### src/rtl/mp_out_stream.sv
// Output stream packer: collects IN_WIDTH-bit core words into BLOCK_BYTES-byte
// blocks across two ping-pong buffers and hands each block byte-by-byte to a
// UART transmitter. One buffer fills while the other one is being sent.
module mp_out_stream #(
  parameter int unsigned IN_WIDTH    = 32,
  parameter int unsigned BLOCK_BYTES = 16,
  parameter bit          MSB_FIRST   = 1'b1
) (
  input  logic                clk,
  input  logic                rst,
  input  logic [IN_WIDTH-1:0] in_data_in,
  input  logic                in_valid_in,
  output logic                in_ready_out,
  input  logic                flush_in,
  input  logic                tx_active_in,
  input  logic                tx_done_in,
  output logic [7:0]          tx_data_out,
  output logic                tx_dv_out,
  output logic                blk_done_out,
  output logic                busy_out
);

  localparam int unsigned BLOCK_BITS = BLOCK_BYTES * 8;
  localparam int unsigned WORDS      = BLOCK_BITS / IN_WIDTH;
  localparam int unsigned WCNT_W     = (WORDS > 1) ? $clog2(WORDS) : 1;
  localparam int unsigned BCNT_W     = (BLOCK_BYTES > 1) ? $clog2(BLOCK_BYTES) : 1;
  localparam logic [WCNT_W-1:0] WCNT_LAST = WCNT_W'(WORDS - 1);
  localparam logic [BCNT_W-1:0] BCNT_LAST = BCNT_W'(BLOCK_BYTES - 1);

  typedef enum logic [1:0] {
    S_IDLE,
    S_ISSUE,
    S_WAIT,
    S_RELEASE
  } state_e;

  state_e                     state_q, state_d;
  logic [1:0][BLOCK_BITS-1:0] buf_q;
  logic [1:0]                 full_q, full_d;
  logic                       fill_sel_q, fill_sel_d;
  logic                       send_sel_q, send_sel_d;
  logic [WCNT_W-1:0]          wcnt_q, wcnt_d;
  logic [BCNT_W-1:0]          bcnt_q, bcnt_d;
  logic                       tx_done_prev_q;
  logic                       accept;
  logic                       wr_en;
  logic                       done_rise;
  logic [BLOCK_BITS-1:0]      send_blk;
  logic [7:0]                 send_byte;

  assign in_ready_out = ~full_q[fill_sel_q];
  assign accept       = in_valid_in & in_ready_out;
  assign wr_en        = accept & ~flush_in;
  assign done_rise    = tx_done_in & ~tx_done_prev_q;
  assign busy_out     = (|full_q) | (wcnt_q != '0) | (state_q != S_IDLE);
  assign send_blk     = buf_q[send_sel_q];

  // Buffer storage: word slot 0 lands in the most significant bits.
  always_ff @(posedge clk) begin
    if (wr_en) begin
      for (int unsigned k = 0; k < WORDS; k++) begin
        if (wcnt_q == WCNT_W'(k)) begin
          buf_q[fill_sel_q][BLOCK_BITS-1-k*IN_WIDTH -: IN_WIDTH] <= in_data_in;
        end
      end
    end
  end

  // Select the byte currently addressed by bcnt in the outgoing buffer.
  always_comb begin
    send_byte = 8'h00;
    for (int unsigned b = 0; b < BLOCK_BYTES; b++) begin
      if (bcnt_q == BCNT_W'(b)) begin
        send_byte = MSB_FIRST ? send_blk[BLOCK_BITS-1-b*8 -: 8] : send_blk[b*8 +: 8];
      end
    end
  end

  // State, counters and buffer flags.
  always_ff @(posedge clk) begin
    if (rst) begin
      state_q        <= S_IDLE;
      full_q         <= 2'b00;
      fill_sel_q     <= 1'b0;
      send_sel_q     <= 1'b0;
      wcnt_q         <= '0;
      bcnt_q         <= '0;
      tx_done_prev_q <= 1'b0;
    end else begin
      state_q        <= state_d;
      full_q         <= full_d;
      fill_sel_q     <= fill_sel_d;
      send_sel_q     <= send_sel_d;
      wcnt_q         <= wcnt_d;
      bcnt_q         <= bcnt_d;
      tx_done_prev_q <= tx_done_in;
    end
  end

  // Fill-side bookkeeping, send FSM next state and outputs.
  always_comb begin
    state_d      = state_q;
    full_d       = full_q;
    fill_sel_d   = fill_sel_q;
    send_sel_d   = send_sel_q;
    wcnt_d       = wcnt_q;
    bcnt_d       = bcnt_q;
    tx_dv_out    = 1'b0;
    tx_data_out  = 8'h00;
    blk_done_out = 1'b0;

    // Flush wins over a same-cycle accept; completed buffers stay intact.
    if (flush_in) begin
      wcnt_d = '0;
    end else if (accept) begin
      if (wcnt_q == WCNT_LAST) begin
        full_d[fill_sel_q] = 1'b1;
        fill_sel_d         = ~fill_sel_q;
        wcnt_d             = '0;
      end else begin
        wcnt_d = wcnt_q + WCNT_W'(1);
      end
    end

    case (state_q)
      S_IDLE: begin
        if (full_q[send_sel_q]) begin
          bcnt_d  = '0;
          state_d = S_ISSUE;
        end
      end
      S_ISSUE: begin
        tx_data_out = send_byte;
        tx_dv_out   = ~tx_active_in;
        if (!tx_active_in) begin
          state_d = S_WAIT;
        end
      end
      S_WAIT: begin
        tx_data_out = send_byte;
        if (done_rise) begin
          if (bcnt_q == BCNT_LAST) begin
            state_d = S_RELEASE;
          end else begin
            bcnt_d  = bcnt_q + BCNT_W'(1);
            state_d = S_ISSUE;
          end
        end
      end
      S_RELEASE: begin
        blk_done_out       = 1'b1;
        full_d[send_sel_q] = 1'b0;
        send_sel_d         = ~send_sel_q;
        state_d            = S_IDLE;
      end
      default: state_d = S_IDLE;
    endcase
  end

endmodule
### config.mk
export PLATFORM = sky130hd
export DESIGN_NAME = mp_out_stream
export DESIGN_NICKNAME = d
export VERILOG_FILES = /design/src/rtl/mp_out_stream.sv
export SDC_FILE = /design/constraint.sdc
export NUM_CORES = 1
export LEC_CHECK = 0
export CAP_MARGIN = 5
export CORE_ASPECT_RATIO = 0.7
export CORE_MARGIN = 4
export CORE_UTILIZATION = 55
export DETAILED_ROUTE_END_ITERATION = 12
export MAX_ROUTING_LAYER = met4
export PLACE_DENSITY_LB_ADDON = 0.25
export SLEW_MARGIN = 20
export SYNTH_ARGS = -nofsm -noshare
export SYNTH_HDL_FRONTEND = slang
export SYNTH_SLANG_ARGS = --single-unit
### constraint.sdc
create_clock -name clk -period 2.4 [get_ports clk]
set_input_delay 0.48 -clock clk [delete_from_list [all_inputs] [get_ports clk]]
set_output_delay 0.48 -clock clk [all_outputs]
set_load 0.02 [all_outputs]
# Yosys cells after proc, flatten, opt, wreduce, memory -nomap -nowiden
# Index checks and enable logic that the tools add are counted.
# word_totals
ff_bits	269
in_bits	38
wordCells	130
# op_classes
add_sub_neg	2
order_cmp	4
n_eq_ne	25
n_mux	62
n_bitwise	14
n_reduce_logical	14
# ops
cell	n
$mux W256	7
$bwmux W256	4
$demux W128 S1	4
$mux W128	3
$mux W8	17
$mux W96	1
$mux W64	1
$eq A4 B4 Y1 const B	8
$mux W32	1
$mux W2	9
$eq A4 B3 Y1 const B	4
$mux W4	3
$eq A2 B2 Y1 const B	4
$eq A4 B2 Y1 const B	2
$mux W1	8
$ne A2 B2 Y1 const B	4
$pmux W2 S4	1
$pmux W4 S2	1
$not A1 Y1	6
$reduce_and A3 Y1	2
$reduce_bool A2 Y1	3
$reduce_or A2 Y1	3
$add A4 B1 Y4 const B	1
$eq A2 B1 Y1 const B	2
other kinds (14)	22

# Longest topological paths before layout
# depth
depth_word	19
mapped_depth	10
ltp_nobuf	7

# Worst setup path before layout
# Ideal clock, no wire load.
# synth_timing
path_type	register to output
startpoint	register bcnt_q[1]
endpoint	output tx_data_out[5]
t_arrival_ps	2179
required_ps	1920
slack_ps	-259
stages_incl_launch_ff	10
path_buffers	2
cell_sequence	dfxtp_1 > inv_1 > ha_1 > buf_4 > or3b_2 > buf_2 > o22ai_1 > o211a_1 > o31ai_1 > a211oi_1
# synth_via
elab_chain_cells	18
word_cells_on_any_way	33
cone_classes	eq/ne: 15; mux: 17; reduce/logical: 1
# synth_rtl
element	line	rtl
start: declaration	43	logic [BCNT_W-1:0] bcnt_q, bcnt_d;
start signal: assignment	95	bcnt_q <= bcnt_d;
$logic_not A4 Y1	73	if (bcnt_q == BCNT_W'(b)) begin
$mux W8 (15 in series)	73	
$mux W8 *	73	
$mux W8 *	125	case (state_q)
end: declaration	17	output logic [7:0] tx_data_out,
# Mark *: on every way between the ends. The rest lies on a longest branch, timed or not.

# Worst setup path in the final report
# layout_timing
startpoint	register bcnt_q[1]
endpoint	output tx_data_out[2]
# The elaborated chain is that of the path after synthesis.

==> flow_results.xml <==
<?xml version="1.0" encoding="UTF-8"?>
<metrics>
  <group name="status">
    <metric name="status" unit="">complete, but fails checks</metric>
    <metric name="violations_in_the_final_reports" unit="">setup timing</metric>
  </group>
  <group name="clocking">
    <metric name="clock_tree.htree_level_count" unit="">1</metric>
    <metric name="clock_latency_on_the_worst_skew_pair" unit="ns">0.52</metric>
    <metric name="cts_tree" unit="">built</metric>
    <metric name="max-clock-path-buffers" unit="">3</metric>
    <metric name="cts_hold_repair.buffers" unit="">0</metric>
    <metric name="tritoncts.num_buffers" unit="">25</metric>
    <metric name="clock-root-buffer" unit="">sky130_fd_sc_hd__clkbuf_16</metric>
    <metric name="clk_transition_reported_paths" unit="ns">0.06</metric>
    <metric name="clock_sinks" unit="">269</metric>
  </group>
  <group name="critical_path">
    <metric name="timing.critical_path.slowest_cell_delay" unit="ns">0.38</metric>
    <metric name="critPathArrivalTime" unit="ns">2.63</metric>
    <metric name="crit_path_top_delay_cell" unit="">sky130_fd_sc_hd__dfxtp_4</metric>
    <metric name="critPathTopFamily" unit="">buffers and inverters</metric>
    <metric name="r2r-end" unit="">bcnt_q[3]</metric>
    <metric name="required" unit="ns">1.92</metric>
    <metric name="reg2regPathDepth" unit="">9</metric>
    <metric name="critPathLaunchType" unit="">flip-flop</metric>
    <metric name="crit_path_cell_trace" unit="">buf_4 &gt; ha_4 &gt; buf_4 &gt; nand3b_1 &gt; buf_6 &gt; o22ai_2 &gt; nor3_1 &gt; o31ai_2 &gt; nand2_1 &gt; buf_6</metric>
    <metric name="end_kind" unit="">output pin</metric>
    <metric name="critical_path.startpoint" unit="">bcnt_q[1]</metric>
    <metric name="crit_fanout" unit="">5</metric>
    <metric name="reg2reg_from" unit="">bcnt_q[0]</metric>
    <metric name="crit_type" unit="">reg2out</metric>
    <metric name="r2r_setup_slack" unit="ns">0.33</metric>
    <metric name="worstPathBufferInverterCount" unit="">4</metric>
  </group>
  <group name="detailed_routing">
    <metric name="detail_route.drc_violations" unit="">0</metric>
    <metric name="route.detailed.vias_per_inst" unit="">6.391</metric>
    <metric name="num_vias" unit="">7848</metric>
    <metric name="drt_pass_1_iters" unit="">5</metric>
    <metric name="routed_wire_length_per_instance" unit="µm">25.30</metric>
    <metric name="detailedRoute.firstIterationViolations" unit="">1013</metric>
    <metric name="ant_nets" unit="">0</metric>
    <metric name="routed_wirelength" unit="µm">31070</metric>
  </group>
  <group name="layout">
    <metric name="drive_above_1_share" unit="">0.3477</metric>
    <metric name="layout.filler_cells" unit="">1267</metric>
    <metric name="layout-area-overhead-vs-synth" unit="%">27.66</metric>
    <metric name="diodes" unit="">0</metric>
    <metric name="layout.nets" unit="">985</metric>
    <metric name="utilization" unit="">0.7244</metric>
    <metric name="layout_common_cells" unit="">sky130_fd_sc_hd__edfxtp_1 (256), sky130_fd_sc_hd__buf_4 (82), sky130_fd_sc_hd__mux2i_1 (66)</metric>
    <metric name="final_common_cell" unit="">sky130_fd_sc_hd__edfxtp_1</metric>
    <metric name="post_layout_nonfiller_instances" unit="">1228</metric>
    <metric name="post-route-cell-area" unit="µm²">15230</metric>
  </group>
  <group name="timing">
    <metric name="grt_setup_unrepaired" unit="">true</metric>
    <metric name="timing.clock.skew" unit="ns">0.007508</metric>
    <metric name="setup_violations" unit="">8</metric>
    <metric name="timing.fmax" unit="MHz">321.2</metric>
    <metric name="hold_viol" unit="">0</metric>
    <metric name="report.final.slew_viol_count" unit="">0</metric>
    <metric name="post-route-min-period" unit="ns">3.113</metric>
    <metric name="post-route-period-util" unit="">1.297</metric>
    <metric name="timing.max_slew.rel_slack" unit="">0.6186</metric>
    <metric name="setup_tns" unit="ns">-5.061</metric>
    <metric name="timing.final.ws_setup" unit="ns">-0.7130</metric>
    <metric name="worst_pin_slew" unit="ns">0.5722</metric>
  </group>
  <group name="yosys">
    <metric name="yosys.area_share.adder" unit="">0.01363</metric>
    <metric name="synthesis.area" unit="µm²">11930</metric>
    <metric name="syn_avg_cell_area" unit="µm²">15.01</metric>
    <metric name="ys_seq_area_frac" unit="">0.6660</metric>
    <metric name="ys_seq_elements" unit="">269</metric>
    <metric name="synth-warning-count" unit="">0</metric>
    <metric name="synth.distinct_cells" unit="">52</metric>
    <metric name="synth_enable_flop_cells" unit="">256</metric>
    <metric name="synthesized_area_fraction_occupied_by_and_or_nand_nor_cells" unit="">0.09551</metric>
    <metric name="muxShareOfSynthArea" unit="">0.1091</metric>
    <metric name="ys_dominant_reg_cell" unit="">sky130_fd_sc_hd__edfxtp_1</metric>
    <metric name="synth_xor_xnor_area_share" unit="">0.002202</metric>
    <metric name="synth_compound_area_frac" unit="">0.08283</metric>
    <metric name="synth_async_sr_flop_share" unit="">0</metric>
    <metric name="cell_count_after_synthesis" unit="">795</metric>
    <metric name="number_of_nets_produced_by_synthesis" unit="">846</metric>
    <metric name="main_combinational_cell_family_by_area_after_synthesis" unit="">multiplexers</metric>
  </group>
  <group name="flow_run">
    <metric name="maxCapViolCount" unit="">0</metric>
  </group>
  <group name="power_and_ir_drop">
    <metric name="p_sw" unit="mW">2.084</metric>
    <metric name="pwr-share-clk" unit="">0.399</metric>
    <metric name="pwr_cell_area" unit="nW/µm²">653.3</metric>
    <metric name="netSwitchingFraction" unit="">0.2094</metric>
    <metric name="sequentialPowerShare" unit="">0.520</metric>
    <metric name="peakVddDrop" unit="µV">575.5</metric>
    <metric name="internal-power" unit="mW">7.869</metric>
    <metric name="combinational_share_of_power" unit="">0.081</metric>
    <metric name="p_leak" unit="nW">5.291</metric>
  </group>
  <group name="place">
    <metric name="pre_cts_ws" unit="ns">-0.6910</metric>
    <metric name="postPlaceCellArea" unit="µm²">13430</metric>
    <metric name="numPortBuffers" unit="">49</metric>
    <metric name="gp_congestion" unit="">1.086</metric>
    <metric name="dpl.cell_count" unit="">1156</metric>
    <metric name="dpl.hpwl" unit="µm">19930</metric>
  </group>
  <group name="worst_hold_path">
    <metric name="startpoint_of_the_most_critical_hold_path" unit="">full_q[1]</metric>
    <metric name="min-delay-path-class" unit="">reg2reg</metric>
    <metric name="hold-path-cell-count" unit="">1</metric>
    <metric name="hold_path_end" unit="">full_q[1]</metric>
  </group>
  <group name="global_routing">
    <metric name="grt_util_met1" unit="">0.3330</metric>
    <metric name="grt_antenna_before_repair" unit="">0</metric>
    <metric name="gr-max-usage-layer" unit="">met2</metric>
    <metric name="grt_max_degree" unit="">40</metric>
    <metric name="global_route.usage.met2" unit="">0.3882</metric>
    <metric name="grt.overflow.total" unit="">0</metric>
    <metric name="grt_usage" unit="">0.2508</metric>
    <metric name="met3_use_gr" unit="">0.04917</metric>
    <metric name="grt_first_pass_wirelength" unit="µm">44870</metric>
    <metric name="number_of_global_route_vias_before_repair" unit="">7752</metric>
  </group>
  <group name="floorplanning">
    <metric name="core_box_area" unit="µm²">21030</metric>
    <metric name="fp-row-count" unit="">44</metric>
    <metric name="io-pin-count" unit="">50</metric>
    <metric name="die-height" unit="µm">131.2</metric>
    <metric name="die_x" unit="µm">184.1</metric>
    <metric name="floorplan.die_area" unit="µm²">24160</metric>
    <metric name="start_util" unit="">0.5675</metric>
  </group>
</metrics>
-- worst reg2reg max path, cell delays in order (launching register included) --
cell                       delay (ns)
sky130_fd_sc_hd__dfxtp_4         0.38
sky130_fd_sc_hd__buf_12          0.13
sky130_fd_sc_hd__ha_4            0.19
sky130_fd_sc_hd__buf_4           0.15
sky130_fd_sc_hd__and3_4          0.19
sky130_fd_sc_hd__buf_12          0.15
sky130_fd_sc_hd__o21bai_2        0.24
sky130_fd_sc_hd__nand3_1         0.13
sky130_fd_sc_hd__xor2_1          0.16
sky130_fd_sc_hd__a211oi_1        0.24
-- cell type report --
cell class / instances / area (µm²) / share of cell area
Timing Repair Buffer: 170 / 1818 / 0.1193
Sequential cell: 269 / 7961 / 0.5226
Clock inverter: 15 / 170.2 / 0.01117
Multi-Input combinational cell: 462 / 4265 / 0.2800
Inverter: 6 / 30.03 / 0.001971
Clock buffer: 30 / 644.4 / 0.04230
Tap cell: 276 / 345.3 / 0.02267
-- sequential cells by signal (all words and copies together) (netlist names) --
signal / count
wcnt_q: 2
bcnt_q: 4
full_q: 2
state_q: 2
buf_q: 256
tx_done_prev_q: 1
send_sel_q: 1
fill_sel_q: 1
-- power by group through the flow --
stage | combinational (mW) | sequential [mW] | clock, mW
after floorplan | 0.317 | 5.28 | 0
after global placement | 0.670 | 5.27 | 0
after detailed placement | 0.700 | 5.28 | 0
after CTS | 0.731 | 5.17 | 4.03
after global routing | 0.853 | 5.17 | 4.24
final | 0.810 | 5.17 | 3.97
-- kinds of logic after synthesis --
group | Yosys count
buffers and inverters | 64
adder cells (fa/ha/maj) | 13
flip-flops | 269
AO/OA/AOI/OAI | 134
XOR/XNOR | 3
AND/OR/NAND/NOR | 188
multiplexers | 124
-- timing repair --
| action | 4_1_cts | 5_1_grt |
|---|---|---|
| resized for setup | 133 | 76 |
| pin swaps | 22 | 26 |
| endpoints found under the hold margin | 0 | 0 |
| buffers inserted | 10 | 16 |
| gates cloned | 2 | 0 |
| setup endpoints to repair | 10 | 8 |
-- through the flow --
| stage | hold slack [ns] | power [mW] |
|---|---|---|
| floorplan | 0.4648 | 5.595 |
| global placement | 0.4972 | 5.943 |
| detailed placement | 0.5224 | 5.976 |
| CTS | 0.5443 | 9.936 |
| global route | 0.5623 | 10.27 |
| finish | 0.5397 | 9.953 |
-- synthesized netlist by cell type (10+ instances only) --
cell                       number  area (µm²)
sky130_fd_sc_hd__edfxtp_1     256        7687
sky130_fd_sc_hd__mux2i_1       75       750.7
sky130_fd_sc_hd__mux2_2        49       551.8
sky130_fd_sc_hd__and3_1        40       250.2
sky130_fd_sc_hd__and2_1        36       225.2
sky130_fd_sc_hd__a21oi_1       31       155.2
sky130_fd_sc_hd__nand2_1       24       90.09
sky130_fd_sc_hd__a221oi_1      23       201.4
sky130_fd_sc_hd__clkbuf_1      22       82.58
sky130_fd_sc_hd__nor2_1        15       56.30
sky130_fd_sc_hd__o22ai_1       15       93.84
sky130_fd_sc_hd__buf_2         14       70.07
sky130_fd_sc_hd__nor3_1        14       70.07
sky130_fd_sc_hd__dfxtp_1       13       260.3
sky130_fd_sc_hd__ha_1          13       162.7
sky130_fd_sc_hd__nor2b_1       13       81.33
sky130_fd_sc_hd__a211oi_1      12       90.09
sky130_fd_sc_hd__buf_4         10       75.07
-- worst max-delay path by stage --
| stage | endpoint | slack, ns | depth (start not counted) |
|---|---|---|---|
| after detailed placement | tx_data_out[5] | -0.69 | 10 |
| after CTS | tx_data_out[5] | -0.63 | 9 |
| after global placement | tx_data_out[5] | -0.64 | 9 |
| final | tx_data_out[2] | -0.71 | 10 |
| after floorplan | tx_data_out[5] | -0.08 | 9 |
| after global routing | tx_data_out[2] | -0.74 | 10 |
-- metal layers --
layer | vias up | wire length, µm
met1 | 3877 | 12250
met5 | - | 0
met4 | 0 | 1409
li1 | 3418 | -
met2 | 435 | 14890
met3 | 118 | 2527
Note: power is estimated with default switching activity, not from simulation.
